`src/rtl/avalon_st_pkt_fifo.sv`:
```
// Store-and-forward Avalon-ST packet buffer: forwards only complete packets, discards malformed/oversize/overflowing ones whole; counters via AVST_PKT_FIFO_STATS_EN.
// Latency 2 edges from eop acceptance to first output beat; sink never back-pressures, source holds its beat while !src_ready.
module avalon_st_pkt_fifo #(
  parameter int DATA_WIDTH    = 32,
  parameter int CHANNEL_WIDTH = 1,
  parameter int EMPTY_WIDTH   = $clog2(DATA_WIDTH/8),
  parameter int ADDR_WIDTH    = 6,
  parameter int MAX_PKT_WORDS = 48
) (
  input  logic                     clk,
  input  logic                     rst_n,
  input  logic [DATA_WIDTH-1:0]    snk_data,
  input  logic                     snk_valid,
  input  logic                     snk_startofpacket,
  input  logic                     snk_endofpacket,
  input  logic [EMPTY_WIDTH-1:0]   snk_empty,
  input  logic [CHANNEL_WIDTH-1:0] snk_channel,
  output logic                     snk_ready,
  output logic [DATA_WIDTH-1:0]    src_data,
  output logic                     src_valid,
  output logic                     src_startofpacket,
  output logic                     src_endofpacket,
  output logic [EMPTY_WIDTH-1:0]   src_empty,
  output logic [CHANNEL_WIDTH-1:0] src_channel,
  input  logic                     src_ready
`ifdef AVST_PKT_FIFO_STATS_EN
  ,
  output logic [31:0]              stat_fwd_pkts,
  output logic [31:0]              stat_drop_pkts,
  output logic [31:0]              stat_orphan_beats
`endif
);
  typedef struct packed {
    logic [DATA_WIDTH-1:0]    dat;
    logic                     sop;
    logic                     eop;
    logic [EMPTY_WIDTH-1:0]   emp;
    logic [CHANNEL_WIDTH-1:0] ch;
  } entry_t;

  typedef enum logic [1:0] {S_IDLE, S_WR, S_DROP} state_t;

  localparam logic [ADDR_WIDTH-1:0] MAX_LEN = ADDR_WIDTH'(MAX_PKT_WORDS);

  state_t                   r_state;
  logic [ADDR_WIDTH-1:0]    r_wr_ptr, r_commit_ptr, r_rd_ptr, r_len;
  logic [CHANNEL_WIDTH-1:0] r_ch;
  logic                     r_snk_ready, r_src_valid;
  entry_t                   r_src;
  entry_t                   r_mem [2**ADDR_WIDTH];

  logic                  w_acc, w_sop, w_restart, w_sop_ovf, w_beat_ovf, w_write, w_load;
  logic [ADDR_WIDTH-1:0] w_base, w_waddr;
  entry_t                w_wentry, w_rentry;

  assign w_acc     = snk_valid && r_snk_ready;
  assign w_sop     = w_acc && snk_startofpacket;
  assign w_restart = w_sop && (r_state == S_WR);
  // A restarting sop is written where the abandoned partial packet began.
  assign w_base    = w_restart ? r_commit_ptr : r_wr_ptr;
  assign w_sop_ovf = w_sop && ((w_base + 1'b1) == r_rd_ptr);
  assign w_beat_ovf = w_acc && !snk_startofpacket && (r_state == S_WR) &&
                      (((r_wr_ptr + 1'b1) == r_rd_ptr) || (r_len >= MAX_LEN));
  assign w_write  = (w_sop && !w_sop_ovf) ||
                    (w_acc && !snk_startofpacket && (r_state == S_WR) && !w_beat_ovf);
  assign w_waddr  = w_sop ? w_base : r_wr_ptr;
  assign w_wentry = '{dat: snk_data, sop: w_sop, eop: snk_endofpacket, emp: snk_empty,
                      ch: (w_sop ? snk_channel : r_ch)};

  always_ff @(posedge clk or negedge rst_n) begin
    if (!rst_n) begin
      r_state      <= S_IDLE;
      r_wr_ptr     <= '0;
      r_commit_ptr <= '0;
      r_len        <= '0;
      r_ch         <= '0;
      r_snk_ready  <= 1'b0;
    end else begin
      r_snk_ready <= 1'b1;
      if (w_sop) begin
        if (w_sop_ovf) begin
          r_wr_ptr <= w_base;
          r_state  <= snk_endofpacket ? S_IDLE : S_DROP;
        end else begin
          r_wr_ptr <= w_base + 1'b1;
          r_len    <= ADDR_WIDTH'(1);
          r_ch     <= snk_channel;
          if (snk_endofpacket) begin
            r_commit_ptr <= w_base + 1'b1;
            r_state      <= S_IDLE;
          end else begin
            r_state <= S_WR;
          end
        end
      end else if (w_acc) begin
        case (r_state)
          S_WR: begin
            if (w_beat_ovf) begin
              r_wr_ptr <= r_commit_ptr;
              r_state  <= snk_endofpacket ? S_IDLE : S_DROP;
            end else begin
              r_wr_ptr <= r_wr_ptr + 1'b1;
              r_len    <= r_len + 1'b1;
              if (snk_endofpacket) begin
                r_commit_ptr <= r_wr_ptr + 1'b1;
                r_state      <= S_IDLE;
              end
            end
          end
          S_DROP: if (snk_endofpacket) r_state <= S_IDLE;
          default: ;
        endcase
      end
    end
  end

  always_ff @(posedge clk) begin
    if (w_write) r_mem[w_waddr] <= w_wentry;
  end

  assign w_load   = (r_rd_ptr != r_commit_ptr) && (!r_src_valid || src_ready);
  assign w_rentry = r_mem[r_rd_ptr];

  always_ff @(posedge clk or negedge rst_n) begin
    if (!rst_n) begin
      r_rd_ptr    <= '0;
      r_src_valid <= 1'b0;
      r_src       <= '0;
    end else if (w_load) begin
      r_src <= w_rentry;
      if (!w_rentry.eop) r_src.emp <= '0;
      r_src_valid <= 1'b1;
      r_rd_ptr    <= r_rd_ptr + 1'b1;
    end else if (src_ready) begin
      r_src_valid <= 1'b0;
    end
  end

  assign snk_ready         = r_snk_ready;
  assign src_valid         = r_src_valid;
  assign src_data          = r_src.dat;
  assign src_startofpacket = r_src.sop;
  assign src_endofpacket   = r_src.eop;
  assign src_empty         = r_src.emp;
  assign src_channel       = r_src.ch;

`ifdef AVST_PKT_FIFO_STATS_EN
  logic       w_fwd, w_orphan;
  logic [1:0] w_drops;

  assign w_fwd    = w_write && snk_endofpacket;
  assign w_orphan = w_acc && !snk_startofpacket && (r_state == S_IDLE);
  // A restart that also overflows counts both the abandoned and the refused packet.
  assign w_drops  = {1'b0, w_restart} + {1'b0, w_sop_ovf} + {1'b0, w_beat_ovf};

  always_ff @(posedge clk or negedge rst_n) begin
    if (!rst_n) begin
      stat_fwd_pkts     <= '0;
      stat_drop_pkts    <= '0;
      stat_orphan_beats <= '0;
    end else begin
      if (w_fwd) stat_fwd_pkts <= stat_fwd_pkts + 32'd1;
      stat_drop_pkts <= stat_drop_pkts + 32'(w_drops);
      if (w_orphan) stat_orphan_beats <= stat_orphan_beats + 32'd1;
    end
  end
`endif
endmodule

```
`config.mk`:
```
export PLATFORM = sky130hd
export DESIGN_NAME = avalon_st_pkt_fifo
export DESIGN_NICKNAME = d
export VERILOG_FILES = /design/src/rtl/avalon_st_pkt_fifo.sv
export SDC_FILE = /design/constraint.sdc
export NUM_CORES = 2
export LEC_CHECK = 0
export CORE_UTILIZATION = 60
export CTS_BUF_LIST = sky130_fd_sc_hd__clkbuf_16
export CTS_CLUSTER_SIZE = 40
export DETAILED_ROUTE_END_ITERATION = 8
export PLACE_DENSITY = 0.76
export SLEW_MARGIN = 30
export SYNTH_ARGS = -nofsm -noshare
export SYNTH_HDL_FRONTEND = slang
export SYNTH_SLANG_ARGS = --single-unit
```
`constraint.sdc`:
```
create_clock -name clk -period 8.68 [get_ports clk]
set_input_delay 1.302 -clock clk [delete_from_list [all_inputs] [get_ports clk]]
set_output_delay 1.302 -clock clk [all_outputs]
set_load 0.02 [all_outputs]
```
== After elaboration in Yosys (flattened, before gate mapping) ==
Memory sizes are Yosys's and may differ from the RTL's.
Index checks and enable logic that the tools add are counted.

* Word-level logic and storage cells: 88
* RAM bits: 2368
* Memories kept: 1
* Input port bits: 41
* Bits in registers: 66
* Output and inout bits: 39

* Add/sub/neg operators: 4
* Reductions and logical operators: 26
* Mux-type cells: 33
* Magnitude comparators: 1
* Equal/unequal tests: 9
* Bitwise gates (word level): 1

{| class="wikitable"
|+ Memory list
! name !! words !! width !! rd ports !! clocked after Yosys merged registers in !! wr ports !! RTL line !! text
|-
| r_mem || 64 || 37 || 1 || 0 || 1 || 50 || <nowiki>entry_t r_mem [2**ADDR_WIDTH];</nowiki>
|}

{| class="wikitable"
|+ Operator list
! kind !! number
|-
| $mux W6 || 19
|-
| $add A6 B1 Y6 const B || 4
|-
| $mux W2 || 7
|-
| $eq A6 B6 Y1 || 2
|-
| $logic_and A1 B1 Y1 || 10
|-
| $ge A6 B6 Y1 const B || 1
|-
| $mux W1 || 6
|-
| $ne A2 B2 Y1 const B || 3
|-
| $ne A6 B6 Y1 || 1
|-
| $reduce_and A2 Y1 || 3
|-
| $reduce_and A6 Y1 || 1
|-
| $reduce_bool A2 Y1 || 3
|-
| $logic_not A1 Y1 || 4
|-
| $pmux W2 S2 || 1
|-
| $reduce_and A4 Y1 || 1
|-
| $logic_or A1 B1 Y1 || 3
|-
| $ne A3 B3 Y1 const B || 1
|-
| $reduce_bool A3 Y1 || 1
|-
| $eq A2 B1 Y1 const B || 1
|-
| $eq A2 B2 Y1 const B || 1
|-
| $not A1 Y1 || 1
|}

== Logic depth before layout (Yosys ltp) ==
* Word-level depth: 12
* Depth in mapped cells: 17
* Depth with buffers taken out: 13

== Least setup slack after synthesis ==
OpenSTA, ideal clock, no wires.

* Path type: input to register
* From: input port snk_valid
* To: memory r_mem[48][0] in the netlist's numbering, enable pin
* Required time: 8.156 ns
* Slack: 0.528 ns
* Arrival time: 7.628 ns
* Path buffers: 3
* Stages on the path: 16
* Cells stage by stage: nand3_1 > clkinv_1 > nand2_1 > clkbuf_1 > nand2_1 > nand2_1 > clkbuf_1 > ha_1 > clkbuf_1 > nand3_1 > xnor2_1 > mux2i_1 > xnor2_1 > a41oi_2 > nor2_1 > nor4_1

* Longest elaborated chain between the ends: 12
* Elaborated cells on any way between the ends: 18
* Those cells by class: add/sub (1); eq/ne (1); mux (4); reduce/logical (12)

{| class="wikitable"
|+ Ends and longest elaborated chain
! item !! RTL line !! text
|-
| start: declaration || 13 || <nowiki>input logic snk_valid,</nowiki>
|-
| $logic_and A1 B1 Y1 (*) || 56 || <nowiki>assign w_acc = snk_valid && r_snk_ready;</nowiki>
|-
| $logic_and A1 B1 Y1 || 57 || <nowiki>assign w_sop = w_acc && snk_startofpacket;</nowiki>
|-
| $logic_and A1 B1 Y1 || 58 || <nowiki>assign w_restart = w_sop && (r_state == S_WR);</nowiki>
|-
| $mux W6 || 60 || <nowiki>assign w_base = w_restart ? r_commit_ptr : r_wr_ptr;</nowiki>
|-
| $add A6 B1 Y6 || 61 || <nowiki>assign w_sop_ovf = w_sop && ((w_base + 1'b1) == r_rd_ptr);</nowiki>
|-
| $eq A6 B6 Y1 || 61 ||
|-
| $logic_and A1 B1 Y1 || 61 ||
|-
| $logic_not A1 Y1 || 64 || <nowiki>assign w_write = (w_sop && !w_sop_ovf) ||</nowiki>
|-
| $logic_and A1 B1 Y1 || 64 ||
|-
| $logic_or A1 B1 Y1 || 64 ||
|-
| $mux W1 || 118 || <nowiki>if (w_write) r_mem[w_waddr] <= w_wentry;</nowiki>
|-
| $mux W1 (implied by the code) || 118 ||
|-
| end: declaration || 50 ||
|}

Mark *: on every way between the ends. The rest lies on a longest branch, timed or not.

== Worst setup path after layout ==
* From: input port snk_valid
* To: memory r_mem[39][5] in the netlist's numbering, enable pin

Same word-level chain as after synthesis.

==> summary.md <==
| Metric | Value |
|---|---|
| Ranking of synthesized cells by area | edfxtp_1 76%, mux4_2 18%, dfrtp_1 1.8% |
| Sequential fraction of the synthesis area | between 70% and 80% |
| Final slew viol count | 0 |
| Mapped Cells | around 3800 |
| Final ANT Viol Nets | 0 |
| Final period util | 67.0% |
| Fmax | 172 MHz |
| Synthesized area per cell | around 25 µm² |
| Sw Share | 31.6% |
| PnR worst setup slack | about 2.9 ns |
| Peak VDD IR | 325 µV |
| Ys flop type | edfxtp_1 |
| Worst clock skew | 0.0458 ns |
| HP Class | in2async |
| Hold_ws | 0.332 ns |
| Mapped Area | 0.0937 mm² |
| CP required | 9.24 ns |
| First-pass DRT Iterations | 8 |
| NetSw | 10.7 mW |
| Final hold violation count | 0 |
| Design area | 0.105 mm² |
| Num CTS Buffers | 225 |
| Status | complete, but fails checks |
| Worst-path clk slew | ~0.06 ns |
| Chip width | around 400 µm |
| Internal power | 23.1 mW |
| Final net count | approximately 4100 |
| Cell taking the most area after synthesis | edfxtp_1 |
| TritonCTS clock tree | done |
| GRT Resource Usage Total | between 30% and 40% |
| Worst setup SP type | primary input |
| Crit Path Max Fanout | 23 |
| Worst slew pin tran | 1.06 ns |
| Clock latency on the worst-skew pair | 0.88 ns |
| Initial Util | 60.6% |
| Minimum clock period | between 5 and 6 ns |
| Comb pwr share | 30.9% |
| Worst Path Arrival | 6.37 ns |
| Post-synth net total | 3858 |
| Most common cell in the netlist | edfxtp_1 |
| DRC viols | 14 |
| Initial antenna violation count | 27 |
| Htree depth | 4 |
| Slew headroom | 29.1% |
| Grt total ovfl | 0 |
| Num Clock Sinks | 2434 |
| Post-DP Area | roughly 0.1 mm² |
| DPL Wire Length | 136000 µm |
| Die ar. | between 0.15 and 0.2 mm² |
| Vias | approximately 45000 |
| Vias per inst | 7.06 |
| Core Box Area | 0.155 mm² |
| Setup violators final | 0 |
| Leak Pwr | 32.8 nW |
| DR WL/cell | slightly below 40 µm |
| Area of the multi-input gates | 0.0203 mm² |
| Reg area | around 0.073 mm² |
| Sequential power share | 40.2% |
| Clock power frac | 28.9% |
| Hold_buf cts | 0 |
| Post-synth ARST share | 2.71% |
| Largest net degree at the start of global routing | between 100 and 150 |
| Rows | 144 |
| I/O Buffers | approximately 80 |
| Max-cap viol count | 0 |
| Distinct cells, synth | 56 |
| Fill cell count | 9014 |
| Drt total wl | around 250000 µm |
| Number of synthesized register bits | 2434 |
| Post-CTS setup buffer count | 0 |
| Setup TNS | 0 ns |
| CP Capture Type | flop |
| Root Driver | clkbuf_16 |
| Pwr/cell area | 321 mW/mm² |
| Longest Clk Path Bufs | 3 |
| Chip Height | between 300 and 400 µm |
| RSZ-0062 raised after global routing | false |
| Layout cell share with drive strength beyond 1 | 33.0% |
| # resized after CTS | 0 |
| Post-synth EDFFs | 2368 |
| Top cells by count, synth | 2368 x edfxtp_1, 767 x mux4_2, 84 x clkbuf_1, 78 x nor2_1, 66 x dfrtp_1 |
| Area grow syn2layout | 12.3% |
| Global-route wire length before repair | 345000 µm |
| Dpl ws | 2.07 ns |
| Number of DRC markers in iteration 0 | 6193 |
| Synth warnings | 0 |
| Placer congestion estimate | 0.920 |
| Share of the synthesized area in the top cell type | 75.9% |
| Failing checks | DRC |
| Crit path kind | in2reg |
| Ports | 80 |
| Vias in the first global route | approximately 44000 |
-- per-layer routing --
layer	vias up	routed length [µm]	global-route usage [%]
li1	17000	-	-
met5	-	171	0
met3	533	25000	6.22
met1	23800	86800	43.1
met4	24	13900	14.7
met2	3195	124000	51.5
-- through the flow --
| stage | total power, mW | std cells | utilization (%) |
|---|---|---|---|
| 2_1_floorplan | 20.1 | 3813 | - |
| 3_3_place_gp | 24.0 | 5880 | 63.3 |
| 3_5_place_dp | 24.0 | 5881 | 63.3 |
| 4_1_cts | 33.8 | 6302 | 68.0 |
| 5_1_grt | 34.5 | 6309 | 68.0 |
| 6_report | 33.8 | 6316 | 68.1 |
-- cells by family after synthesis --
kind of cell    synth area share, %
mux                            19.2
compound gates                0.659
simple gates                  0.946
xor+xnor                      0.351
flops                          77.7
other cells                 0.00400
buf+inv                        1.15
fa+ha+maj                    0.0534
-- path summary, 6_finish.rpt --
kind                               from           end  slack, ns  depth (start not counted)
max in group asynchronous         rst_n  src_data[30]       7.13                          2
setup reg to reg             r_state[0]  r_mem[39][5]       3.20                         13
hold / removal                    rst_n   src_data[3]       0.33                          1
setup / recovery              snk_valid  r_mem[39][5]       2.86                         16
min in group clk           src_data[22]  src_data[22]       0.51                          1
hold reg to reg            src_data[22]  src_data[22]       0.51                          1
-- worst max-delay path, stage by stage --
cell	delay [ns]
clkdlybuf4s50_1	0.46
nand3_1	0.16
buf_4	0.29
inv_2	0.06
nand2_1	0.33
nand2_1	0.11
nand2_1	0.33
ha_1	0.45
nand3_1	0.15
xnor2_1	0.16
mux2i_1	0.24
xnor2_1	0.15
a41oi_2	0.66
o21ai_4	0.38
nor2_4	0.71
buf_4	0.38
-- cell type report --
| class | instances | area share, % |
|---|---|---|
| clock inverter | 194 | 1.53 |
| antenna | 13 | 0.0309 |
| timing repair buffer | 235 | 2.07 |
| inverter | 11 | 0.0392 |
| clock buffer | 227 | 5.40 |
| tap | 2044 | 2.43 |
| sequential | 2434 | 69.2 |
| multi-input combinational | 1158 | 19.3 |
-- power by group through the flow --
stage	registers (mW)	clock network (mW)	logic [mW]
final	13.6	9.77	10.4
after global routing	13.6	10.2	10.7
after CTS	13.5	9.83	10.4
after detailed placement	13.8	0	10.2
after global placement	13.8	0	10.2
after floorplan	13.6	0	6.42
-- layout by cell type (no fill, tap or decap), drive strengths merged, types with 4 or more instances in the layout --
cell type / instances
o2111ai: 4
a31oi: 7
nor2: 79
o211ai: 6
xor2: 12
nand2b: 5
nand3: 19
clkdlybuf4s50: 45
mux2: 43
diode: 13
nand2: 49
inv: 56
nor3: 10
nand4: 11
mux4: 767
edfxtp: 2368
ha: 4
xnor2: 23
clkinv: 117
and3: 6
o22ai: 4
dfrtp: 66
mux2i: 18
nor2b: 8
o22a: 4
clkinvlp: 11
bufinv: 21
clkbuf: 227
o21ai: 19
a22oi: 4
a21oi: 19
buf: 190
a211oi: 7
-- sequential cells by signal (all words and copies together) (netlist names), 2 cells and up --
register / flops
r_wr_ptr: 6
r_commit_ptr: 6
r_mem: 2368
r_state: 2
r_rd_ptr: 6
r_len: 6
src_data: 32
src_empty: 2
(Power assumes the default switching activity.)
